--- src/rtl/crossyroad_pkg.sv ---
`default_nettype none
// +------------------------------------------------------------------+
// | crossyroad_pkg : shared button FSM state type and 25 MHz timings |
// | Rev 1.0                                                          |
// +------------------------------------------------------------------+
package crossyroad_pkg;

  typedef enum logic [1:0] {
    IDLE        = 2'd0,
    HELD_DELAY  = 2'd1,
    HELD_REPEAT = 2'd2
  } btn_state_t;

  localparam int DEBOUNCE_10MS       = 250000;
  localparam int REPEAT_DELAY_500MS  = 12500000;
  localparam int REPEAT_PERIOD_200MS = 5000000;

endpackage
`default_nettype wire

--- src/rtl/btn_debounce.sv ---
`default_nettype none
// +------------------------------------------------------------------+
// | btn_debounce : 2-FF synchroniser plus counter-based debouncer    |
// | Rev 1.0                                                          |
// +------------------------------------------------------------------+
module btn_debounce
  import crossyroad_pkg::*;
#(
  parameter int DEBOUNCE_CYCLES = DEBOUNCE_10MS,
  parameter int CNT_W           = 24
) (
  input  logic clk,
  input  logic reset,
  input  logic i_btn_raw,
  output logic o_btn_level
);

  localparam logic [CNT_W-1:0] c_DEB_LAST = CNT_W'(DEBOUNCE_CYCLES - 1);

  logic             r_sync1;
  logic             r_sync2;
  logic             r_level;
  logic [CNT_W-1:0] r_cnt;

  always_ff @(posedge clk) begin
    if (reset) begin
      r_sync1 <= 1'b0;
      r_sync2 <= 1'b0;
      r_level <= 1'b0;
      r_cnt   <= '0;
    end else begin
      r_sync1 <= i_btn_raw;
      r_sync2 <= r_sync1;
      // Any agreement restarts the count, so only an unbroken run flips the level
      if (r_sync2 == r_level) begin
        r_cnt <= '0;
      end else if (r_cnt == c_DEB_LAST) begin
        r_level <= ~r_level;
        r_cnt   <= '0;
      end else begin
        r_cnt <= r_cnt + CNT_W'(1);
      end
    end
  end

  assign o_btn_level = r_level;

endmodule
`default_nettype wire

--- src/rtl/move_btn_conditioner.sv ---
`default_nettype none
// +------------------------------------------------------------------+
// | move_btn_conditioner : debounced press/auto-repeat step pulses,  |
// | optionally aligned to frame_start. Rev 1.0                       |
// +------------------------------------------------------------------+
module move_btn_conditioner
  import crossyroad_pkg::*;
#(
  parameter int DEBOUNCE_CYCLES = DEBOUNCE_10MS,
  parameter int REPEAT_DELAY    = REPEAT_DELAY_500MS,
  parameter int REPEAT_PERIOD   = REPEAT_PERIOD_200MS,
  parameter int FRAME_ALIGN     = 1,
  parameter int CNT_W           = 24
) (
  input  logic clk,
  input  logic reset,
  input  logic btn_raw,
  input  logic frame_start,
  output logic move_btn,
  output logic btn_level,
  output logic pending
);

  localparam logic [CNT_W-1:0] c_DELAY_LAST  = CNT_W'(REPEAT_DELAY - 1);
  localparam logic [CNT_W-1:0] c_PERIOD_LAST = CNT_W'(REPEAT_PERIOD - 1);
  localparam bit               c_REPEAT_EN   = (REPEAT_DELAY != 0);

  logic             w_level;
  logic             w_req;
  btn_state_t       r_state;
  logic [CNT_W-1:0] r_rep_cnt;
  logic             r_move;
  logic             r_pending;

  btn_debounce #(
    .DEBOUNCE_CYCLES (DEBOUNCE_CYCLES),
    .CNT_W           (CNT_W)
  ) u_debounce (
    .clk         (clk),
    .reset       (reset),
    .i_btn_raw   (btn_raw),
    .o_btn_level (w_level)
  );

  // Release masks every request, giving it priority over a same-cycle expiry
  always_comb begin
    w_req = 1'b0;
    case (r_state)
      IDLE:        w_req = w_level;
      HELD_DELAY:  w_req = w_level && c_REPEAT_EN && (r_rep_cnt == c_DELAY_LAST);
      HELD_REPEAT: w_req = w_level && (r_rep_cnt == c_PERIOD_LAST);
      default:     w_req = 1'b0;
    endcase
  end

  always_ff @(posedge clk) begin
    if (reset) begin
      r_state   <= IDLE;
      r_rep_cnt <= '0;
    end else begin
      case (r_state)
        IDLE: begin
          if (w_level) begin
            r_state   <= HELD_DELAY;
            r_rep_cnt <= '0;
          end
        end
        HELD_DELAY: begin
          if (!w_level) begin
            r_state   <= IDLE;
            r_rep_cnt <= '0;
          end else if (w_req) begin
            r_state   <= HELD_REPEAT;
            r_rep_cnt <= '0;
          end else if (c_REPEAT_EN) begin
            r_rep_cnt <= r_rep_cnt + CNT_W'(1);
          end
        end
        HELD_REPEAT: begin
          if (!w_level) begin
            r_state   <= IDLE;
            r_rep_cnt <= '0;
          end else if (w_req) begin
            r_rep_cnt <= '0;
          end else begin
            r_rep_cnt <= r_rep_cnt + CNT_W'(1);
          end
        end
        default: begin
          r_state   <= IDLE;
          r_rep_cnt <= '0;
        end
      endcase
    end
  end

  generate
    if (FRAME_ALIGN != 0) begin : g_frame_align
      // One buffered step per frame; extra requests merge into the same slot
      always_ff @(posedge clk) begin
        if (reset) begin
          r_move    <= 1'b0;
          r_pending <= 1'b0;
        end else if (frame_start && (r_pending || w_req)) begin
          r_move    <= 1'b1;
          r_pending <= 1'b0;
        end else begin
          r_move <= 1'b0;
          if (w_req) begin
            r_pending <= 1'b1;
          end
        end
      end
    end else begin : g_direct
      always_ff @(posedge clk) begin
        if (reset) begin
          r_move    <= 1'b0;
          r_pending <= 1'b0;
        end else begin
          r_move    <= w_req && !r_move;
          r_pending <= 1'b0;
        end
      end
    end
  endgenerate

  assign move_btn  = r_move;
  assign btn_level = w_level;
  assign pending   = r_pending;

endmodule
`default_nettype wire

--- config.mk ---
export PLATFORM = sky130hd
export DESIGN_NAME = move_btn_conditioner
export DESIGN_NICKNAME = d
export VERILOG_FILES = /design/src/rtl/crossyroad_pkg.sv /design/src/rtl/btn_debounce.sv /design/src/rtl/move_btn_conditioner.sv
export SDC_FILE = /design/constraint.sdc
export NUM_CORES = 1
export LEC_CHECK = 0
export CAP_MARGIN = 20
export CORE_ASPECT_RATIO = 0.75
export CORE_MARGIN = 4
export CORE_UTILIZATION = 55
export CTS_CLUSTER_DIAMETER = 80
export CTS_CLUSTER_SIZE = 25
export DETAILED_ROUTE_END_ITERATION = 10
export GPL_ROUTABILITY_DRIVEN = 0
export PLACE_DENSITY = 0.75
export SLEW_MARGIN = 5
export SYNTH_ARGS = -nofsm -noshare
export SYNTH_HDL_FRONTEND = slang
export SYNTH_SLANG_ARGS = --single-unit
--- constraint.sdc ---
create_clock -name clk -period 2.2 [get_ports clk]
set_input_delay 0.33 -clock clk [delete_from_list [all_inputs] [get_ports clk]]
set_output_delay 0.33 -clock clk [all_outputs]
set_load 0.1 [all_outputs]
## Word level (Yosys, flattened, before mapping)

Cells that the tools add are included.

| storage, ports and cells | value |
|---|---|
| bits in registers | 55 |
| output and inout port bits | 3 |

| cells by class | value |
|---|---|
| $add $sub $neg | 2 |
| bitwise operators | 2 |
| reduce and logical (&&, ||, !) cells | 10 |
| equal/unequal tests | 9 |
| multiplexer cells | 11 |

Operator list:

| operator | count |
|---|---|
| $mux 24 | 3 |
| $add 24x1->24 const B | 2 |
| $pmux 24 s2 | 1 |
| $eq 24x18->1 const B | 1 |
| $eq 24x23->1 const B | 1 |
| $eq 24x24->1 const B | 1 |
| $mux 2 | 4 |
| $pmux 2 s3 | 1 |
| $reduce_or 2->1 | 2 |
| $logic_and 1x1->1 | 3 |
| $ne 3x3->1 const B | 1 |
| $pmux 1 s3 | 1 |
| $reduce_and 3->1 | 1 |
| $reduce_or 3->1 | 1 |
| $eq 2x1->1 const B | 1 |
| $eq 2x2->1 const B | 1 |
| $logic_not 2->1 | 1 |
| $ne 2x1->1 const B | 1 |
| $ne 2x2->1 const B | 1 |
| $not 1->1 | 2 |
| $reduce_and 2->1 | 1 |
| $eq 1x1->1 | 1 |
| $logic_or 1x1->1 | 1 |
| $mux 1 | 1 |

## Longest topological paths before layout

Gate-level depths: netlist of run 1.

| logic depth | value |
|---|---|
| word-level depth | 6 |
| gate-level depth with buffers | 9 |

## By module

Synthesis of run 1 repeated with hierarchy kept, for this count alone.

| second synthesis, totals | value |
|---|---|
| cells, all modules | 338 |
| area, all modules | 2847.7 sq um |

Modules (own cells, without submodules):

| module | times used | cells each | area an instance (sq um) |
|---|---|---|---|
| move_btn_conditioner | 1 | 196 | 1620.3 |
| btn_debounce | 1 | 142 | 1227.4 |

## Least setup slack after synthesis of run 1

Ideal clock, no wire load.

| timing | value |
|---|---|
| path kind | register -> register |
| from | register u_debounce.r_level (netlist: u_debounce.o_btn_level) |
| to | register r_rep_cnt[17] |
| library setup time | 0.062 ns |
| path slack | -0.119 ns |
| clock period less this slack | 2.319 ns |
| required time | 2.138 ns |
| data arrival time | 2.258 ns |
| cell stages (with the launch flop) | 6 |
| cells stage by stage | dfxtp_1 clkbuf_1 nand3b_1 or3_4 or4_1 nand3_1 |

| on the way | value |
|---|---|
| cells in the longest elaborated chain, start to end | 5 |

RTL lines:

| element | RTL line | RTL |
|---|---|---|
| start: declaration | btn_debounce.sv:22 | `logic r_level;` |
| start signal: assignment | btn_debounce.sv:38 | `r_level <= ~r_level;` |
| $logic_and 1x1->1 (on tied branches) | move_btn_conditioner.sv:51, move_btn_conditioner.sv:50 |  |
| $pmux 1 s3 | move_btn_conditioner.sv:48 | `case (r_state)` |
| $mux 24 | move_btn_conditioner.sv:72 | `end else if (w_req) begin` |
| $mux 24 | move_btn_conditioner.sv:80 | `if (!w_level) begin` |
| $pmux 24 s2 | move_btn_conditioner.sv:61 | `case (r_state)` |
| end signal: assignment | move_btn_conditioner.sv:76 | `r_rep_cnt <= r_rep_cnt + CNT_W'(1);` |
| end signal: assignment | move_btn_conditioner.sv:86 | `r_rep_cnt <= r_rep_cnt + CNT_W'(1);` |
| end: declaration | move_btn_conditioner.sv:31 | `logic [CNT_W-1:0] r_rep_cnt;` |

Several ways; a longest one is shown, not always the timed one.
A chain may end at the register's enable or synchronous reset.

## Worst setup path in the final report of run 1

| timing | value |
|---|---|
| from | register r_state[0] |
| to | register r_rep_cnt[21] |

| on the way | value |
|---|---|
| cells in the longest elaborated chain, start to end | 5 |

RTL lines:

| element | RTL line | RTL |
|---|---|---|
| start: declaration | move_btn_conditioner.sv:30 | `btn_state_t r_state;` |
| start signal: assignment | move_btn_conditioner.sv:58 | `r_state <= IDLE;` |
| start signal: assignment | move_btn_conditioner.sv:64 | `r_state <= HELD_DELAY;` |
| start signal: assignment | move_btn_conditioner.sv:70 | `r_state <= IDLE;` |
| $eq 2x2->1, or another cell as far along | move_btn_conditioner.sv:48, move_btn_conditioner.sv:61 |  |
| $pmux 1 s3 | move_btn_conditioner.sv:48 |  |
| $mux 24 | move_btn_conditioner.sv:72 |  |
| $mux 24 | move_btn_conditioner.sv:80 |  |
| $pmux 24 s2 | move_btn_conditioner.sv:61 |  |

Several ways; a longest one is shown, not always the timed one.

==> impl_metrics.yaml, run 1 <==
outcome:
  outcome: "completed"
sta:
  worst_pin_slew_ns: 0.4530
  finalHoldViolCount: 0
  slew_viol_final: 0
  finalSetupViolations: 0
  worst_clock_skew_ns: 0.009136
  fin_crit_ns: 2.148
  timing.final.crit_share_pct: 97.64
  rsz0062_at_grt: "true"
  fmax_mhz: 465.5
  tns_ns: 0
  slew-limit-headroom_pct: 69.37
finish:
  layout_common_cells: "50 x dfxtp_1, 39 x nor2_1, 35 x nand2_1"
  area_growth_pct: 17.04
  drive_above_1_share_pct: 13.79
  final_common_cell: "dfxtp_1"
  fin_util_pct: 68.76
  num_antenna_cells: 0
  finalNetCount: 357
min_path:
  worst_hold_path_type: "register to register"
  worstHoldStart: "u_debounce.r_sync1"
yosys:
  yosysSeqAreaShare_pct: 40.76
  synth_edf_count: 0
  ys_types: 43
  avgSynthCellArea_um2: 8.389
  ys_warn_count: 0
  synth-main-ff-cell: "dfxtp_1"
  ys_ff_latch: 55
  synth_async_sr_flop_share_pct: 0
  syn_inst: 322
  syn-num-nets: 332
  syn-cell-area_mm2: 0.002701
critical_path:
  end_kind: "register"
  critPathKind: "register to register"
  setup.worst_path.start_class: "register"
  worstPathRequired_ns: 2.42
  critical_path.reg2reg.startpoint: "r_state[0]"
  startpoint: "r_state[0]"
  path_cells: "buf_4, ha_1, or3_1, a2111oi_4, nor3_4, buf_12, a21o_1, a22o_1"
  crit_path_max_fanout: 7
  cpMaxStageDelayCell: "or3_1"
  crit_arrival_ns: 2.37
  slowest_delay_ns: 0.43
placed_design:
  place_hpwl_um: 4154
  portBuffers: 6
power_and_ir_drop:
  peakVddDrop_mv: 0.3221
  leakage_nw: 1.140
  powerDensity_mw_per_mm2: 580.5
clock_network:
  tritoncts: "yes"
  clock_path_buffers: 2
  worstSkewPairLatency_ns: 0.32
  numCtsBuffers: 5
  htree_levels: 2
  root_buffer: "clkbuf_8"
  hold_buffers: 0
  cts.sink_count: 55
  path_clk_slew_ns: 0.10
grt:
  grt_max_degree: 29
  grt_pass1_vias: 2177
  grt_pass1_wl_um: 9811
  gr-total-overflow: 0
  grt.total_usage_pct: 20.93
  antenna_found_initial: 0
route:
  wirelength_um: 6144
  drtPass1Iterations: 5
  route.vias.total: 2428
  drtIter0Drc: 223
  wl_per_cell_um: 15.17
  antenna_left: 0
  via_per_inst: 5.995
  drc: 0
floorplanning:
  dieHeight_um: 68.70
  fp-row-count: 21
  io_pins: 7
  dieArea_mm2: 0.006109
  initial_core_util_pct: 58.75
  fp.dieW_um: 88.93
  core-area_mm2: 0.004598
run:
  maxCapViolations: 0
[synth_stat cells, drive strengths merged (4+ instances only)]
cell type   n  share of area [%]
nor2b       4               0.93
or3         8                2.0
a21oi      12                2.2
nand2      35                4.9
clkbuf      6               0.83
nand4      10                2.3
dfxtp      55                 41
xnor2       8                2.6
and3        7                1.6
nor3       10                2.0
and2        4               0.93
nor2       39                5.4
inv         9                1.3
a22o        7                2.3
nor4        6                1.4
o21ai       9                1.7
buf         7                1.9
ha          6                2.8
xor2       15                4.9
nand3      27                5.0
a21o       10                2.8
o311ai      5                1.6
mux2i       4                1.5
[sequential cells by signal, indices dropped and copies added (netlist names)]
signal and flops:
u_debounce.r_cnt 24, u_debounce.r_sync2 1, move_btn 1, u_debounce.r_sync1 1, r_rep_cnt 24, r_state 2, pending 1, u_debounce.o_btn_level 1
[logic make-up (layout without fill, tap and decap cells)]
| family | Yosys count | count (layout) | synth area share, % |
|---|---|---|---|
| flip-flops | 55 | 55 | 40.76 |
| adder cells (fa/ha/maj) | 6 | 6 | 2.779 |
| AND/OR/NAND/NOR | 162 | 162 | 30.15 |
| XOR/XNOR | 23 | 23 | 7.457 |
| buffers and inverters | 22 | 48 | 3.937 |
| AO/OA/AOI/OAI | 50 | 50 | 13.43 |
| multiplexers | 4 | 4 | 1.482 |
[path summary, 6_finish.rpt]
| path | endpoint | slack (ns) | cells after the start |
|---|---|---|---|
| worst max-delay path | r_rep_cnt[21] | 0.05 | 8 |
| worst min-delay path | u_debounce.r_sync2 | 0.46 | 1 |
| worst max register to register | r_rep_cnt[21] | 0.05 | 8 |
| worst min register to register | u_debounce.r_sync2 | 0.46 | 1 |
[power breakdown]
group          total [W]  switching, W  leakage, nW  internal, W
sequential      0.000998    0.00000113        0.446     0.000997
clock           0.000802      0.000348       0.0644     0.000454
combinational  0.0000350     0.0000182        0.630    0.0000168
[layout make-up]
class | count | area [um^2]
Multi-Input combinational cell | 245 | 1513
Fill cell | 344 | 1436
Sequential cell | 55 | 1107
Timing Repair Buffer | 31 | 300.3
Tap cell | 57 | 71.32
Clock buffer | 5 | 68.82
Clock inverter | 3 | 67.56
Inverter | 9 | 33.78
[what timing repair did]
action | 4_1_cts | 5_1_grt
pin swaps | 4 | 4
setup endpoints to repair | 11 | 13
resized for setup | 2 | 8
buffers inserted | 0 | 2
gates cloned | 0 | 2
[worst max-delay path, delay by kind of cell, from the launching register on]
| kind | cells | cell delay [ns] |
|---|---|---|
| DFF | 1 | 0.34 |
| buffers and inverters | 2 | 0.30 |
| AOI/OAI and AO/OA | 3 | 0.64 |
| and+or+nand+nor | 2 | 0.55 |
| adders and majority gates | 1 | 0.22 |
[routing by layer]
metal  vias up  routed length [um]  track usage (%)  part of all wire [%]
met5         -                   0                0                     0
met4         0                  89            7.925                   1.4
met3         9                 375            3.800                   6.1
met2        76                2623            31.48                    43
met1      1149                3055            29.84                    50
li1       1194                   -                -                     -
[stage by stage]
| step | worst slack (ns) | cell area, um^2 | std cells | total power [W] | hold slack, ns |
|---|---|---|---|---|---|
| floorplan | 0.07293 | 2703 | 322 | 0.001043 | 0.4093 |
| global placement | 0.05113 | 2937 | 393 | 0.001056 | 0.4406 |
| detailed placement | -0.05291 | 2937 | 393 | 0.001056 | 0.4352 |
| CTS | 0.007242 | 3075 | 401 | 0.001844 | 0.4615 |
| global route | -0.05317 | 3162 | 405 | 0.001889 | 0.4796 |
| finish | 0.05195 | 3162 | 405 | 0.001835 | 0.4583 |
Note: power is estimated with default switching activity, not from simulation.
==> run 2, diff against run 1 <==
- CTS_CLUSTER_SIZE: 25 -> not set
==> results of run 2 <==
Final layout, timing and power as in run 1 (identical DEF).
==> run 3, diff against run 2 <==
- ABC_CLOCK_PERIOD_IN_PS: not set -> 2200
- CORE_ASPECT_RATIO: 0.75 -> 0.7
==> run 3 against run 2 <==
Sequential share of layout area barely moved. First-iteration DRC count decreased by 15%. Non-clock buffer count decreased by 1. Highest routed layer unchanged. Critical path type unchanged.
==> impl_metrics.yaml, run 3 (synthesis results as in run 1) <==
critical_path:
  critical_path.reg2reg.startpoint: "r_state[0]"
  startpoint: "r_state[0]"
  end_kind: "register"
  crit_arrival_ns: 2.37
  worstPathRequired_ns: 2.41
  crit_path_max_fanout: 5
  setup.worst_path.start_class: "register"
  critPathKind: "register to register"
finish:
  stdcell_count: 415
  num_antenna_cells: 0
  drive_above_1_share_pct: 14.16
  finalNetCount: 356
  final_area_mm2: 0.003162
  area_growth_pct: 17.04
  final_common_cell: "dfxtp_1"
  top_regs: "r_rep_cnt x24, u_debounce.r_cnt x24, r_state x2"
  layout_common_cells: "51 x dfxtp_1, 39 x nor2_1, 35 x nand2_1"
power_and_ir_drop:
  pwr-share-clk_pct: 38.9
  p_int_w: 0.001347
  peakVddDrop_mv: 0.3526
  seq_power_share_pct: 59.0
  powerDensity_mw_per_mm2: 535.5
  pwr-share-comb_pct: 2.2
  leakage_nw: 1.130
  p_sw_share_pct: 20.42
  power.net_switching_w: 0.0003457
floorplanning:
  fp.dieW_um: 91.77
  dieHeight_um: 66.64
  io_pins: 7
  fp-row-count: 21
  core-area_mm2: 0.004756
  dieArea_mm2: 0.006115
  initial_core_util_pct: 56.80
grt:
  grt.total_usage_pct: 20.59
  grt_max_degree: 25
  grt_pass1_wl_um: 10100
  grt_pass1_vias: 2140
  antenna_found_initial: 0
  gr-total-overflow: 0
route:
  wl_per_cell_um: 14.90
  drc: 0
  route.vias.total: 2421
  wirelength_um: 6184
  antenna_left: 0
  drtPass1Iterations: 5
  via_per_inst: 5.834
  drtIter0Drc: 189
sta:
  whs_ns: 0.4506
  worst_clock_skew_ns: 0.003052
  worst_pin_slew_ns: 0.4885
  fmax_mhz: 461.6
  rsz0062_at_grt: "true"
  slew_viol_final: 0
  fin_crit_ns: 2.166
  slew-limit-headroom_pct: 66.98
  finalHoldViolCount: 0
  timing.final.crit_share_pct: 98.47
  finalSetupViolations: 0
placed_design:
  placedCellCount: 405
  placed_cell_area_mm2: 0.002952
  place_hpwl_um: 4144
  portBuffers: 6
clock_network:
  htree_levels: 2
  worstSkewPairLatency_ns: 0.30
  clock_path_buffers: 2
  numCtsBuffers: 5
  root_buffer: "clkbuf_8"
  cts.sink_count: 55
  hold_buffers: 0
  tritoncts: "yes"
  path_clk_slew_ns: 0.09
outcome:
  outcome: "completed"
run:
  maxCapViolations: 0
min_path:
  worst_hold_path_type: "register to register"
  worstHoldStart: "u_debounce.r_sync1"
## run 3: worst max-delay path, cell delays in order, from the launching register on
cell	delay, ns
dfxtp_2	0.35
inv_2	0.05
ha_4	0.16
and4b_1	0.24
nand4_1	0.17
a2111oi_4	0.49
nor3_4	0.14
buf_6	0.16
a21o_1	0.15
a22o_1	0.17
## run 3: layout make-up
type	count	area, um^2
Clock buffer	5	68.82
Clock inverter	2	37.54
Fill cell	403	1594
Inverter	9	33.78
Multi-Input combinational cell	245	1528
Sequential cell	55	1106
Tap cell	69	86.33
Timing Repair Buffer	30	301.5
## run 3: path summary, 6_finish.rpt
| check | slack, ns | cells past startpoint | to |
|---|---|---|---|
| worst max-delay path | 0.03 | 9 | r_rep_cnt[8] |
| worst min-delay path | 0.45 | 1 | u_debounce.r_sync2 |
| worst max register to register | 0.03 | 9 | r_rep_cnt[8] |
| worst min register to register | 0.45 | 1 | u_debounce.r_sync2 |
## run 3: stage by stage
stage	setup slack [ns]	setup TNS [ns]	util, %	power [W]
floorplan	0.07293	0	-	0.001043
global placement	0.04205	0	62.06	0.001056
detailed placement	-0.01297	-0.01920	62.06	0.001057
CTS	0.008991	0	64.30	0.001706
global route	-0.09727	-0.7480	66.48	0.001755
finish	0.03374	0	66.48	0.001693
## run 3: power by group through the flow
stage | clock network [W] | registers [W] | logic (W)
after detailed placement | 0 | 0.00102 | 0.0000355
after floorplan | 0 | 0.00102 | 0.0000215
after CTS | 0.000672 | 0.000998 | 0.0000357
final | 0.000658 | 0.000998 | 0.0000371
after global placement | 0 | 0.00102 | 0.0000346
after global routing | 0.000716 | 0.000999 | 0.0000402
## run 3: repair_timing
item,4_1_cts,5_1_grt
pin swaps,1,6
setup buffers,0,0
resized for setup,0,18
cloned,0,3
setup endpoints to repair,6,20
## run 3: routing by layer
layer,vias up,part of all wire (%),GRT usage [%]
li1,1196,-,-
met1,1122,50,31.01
met2,81,40,29.30
met3,22,7.5,4.176
met4,0,2.6,5.926
met5,-,0,0
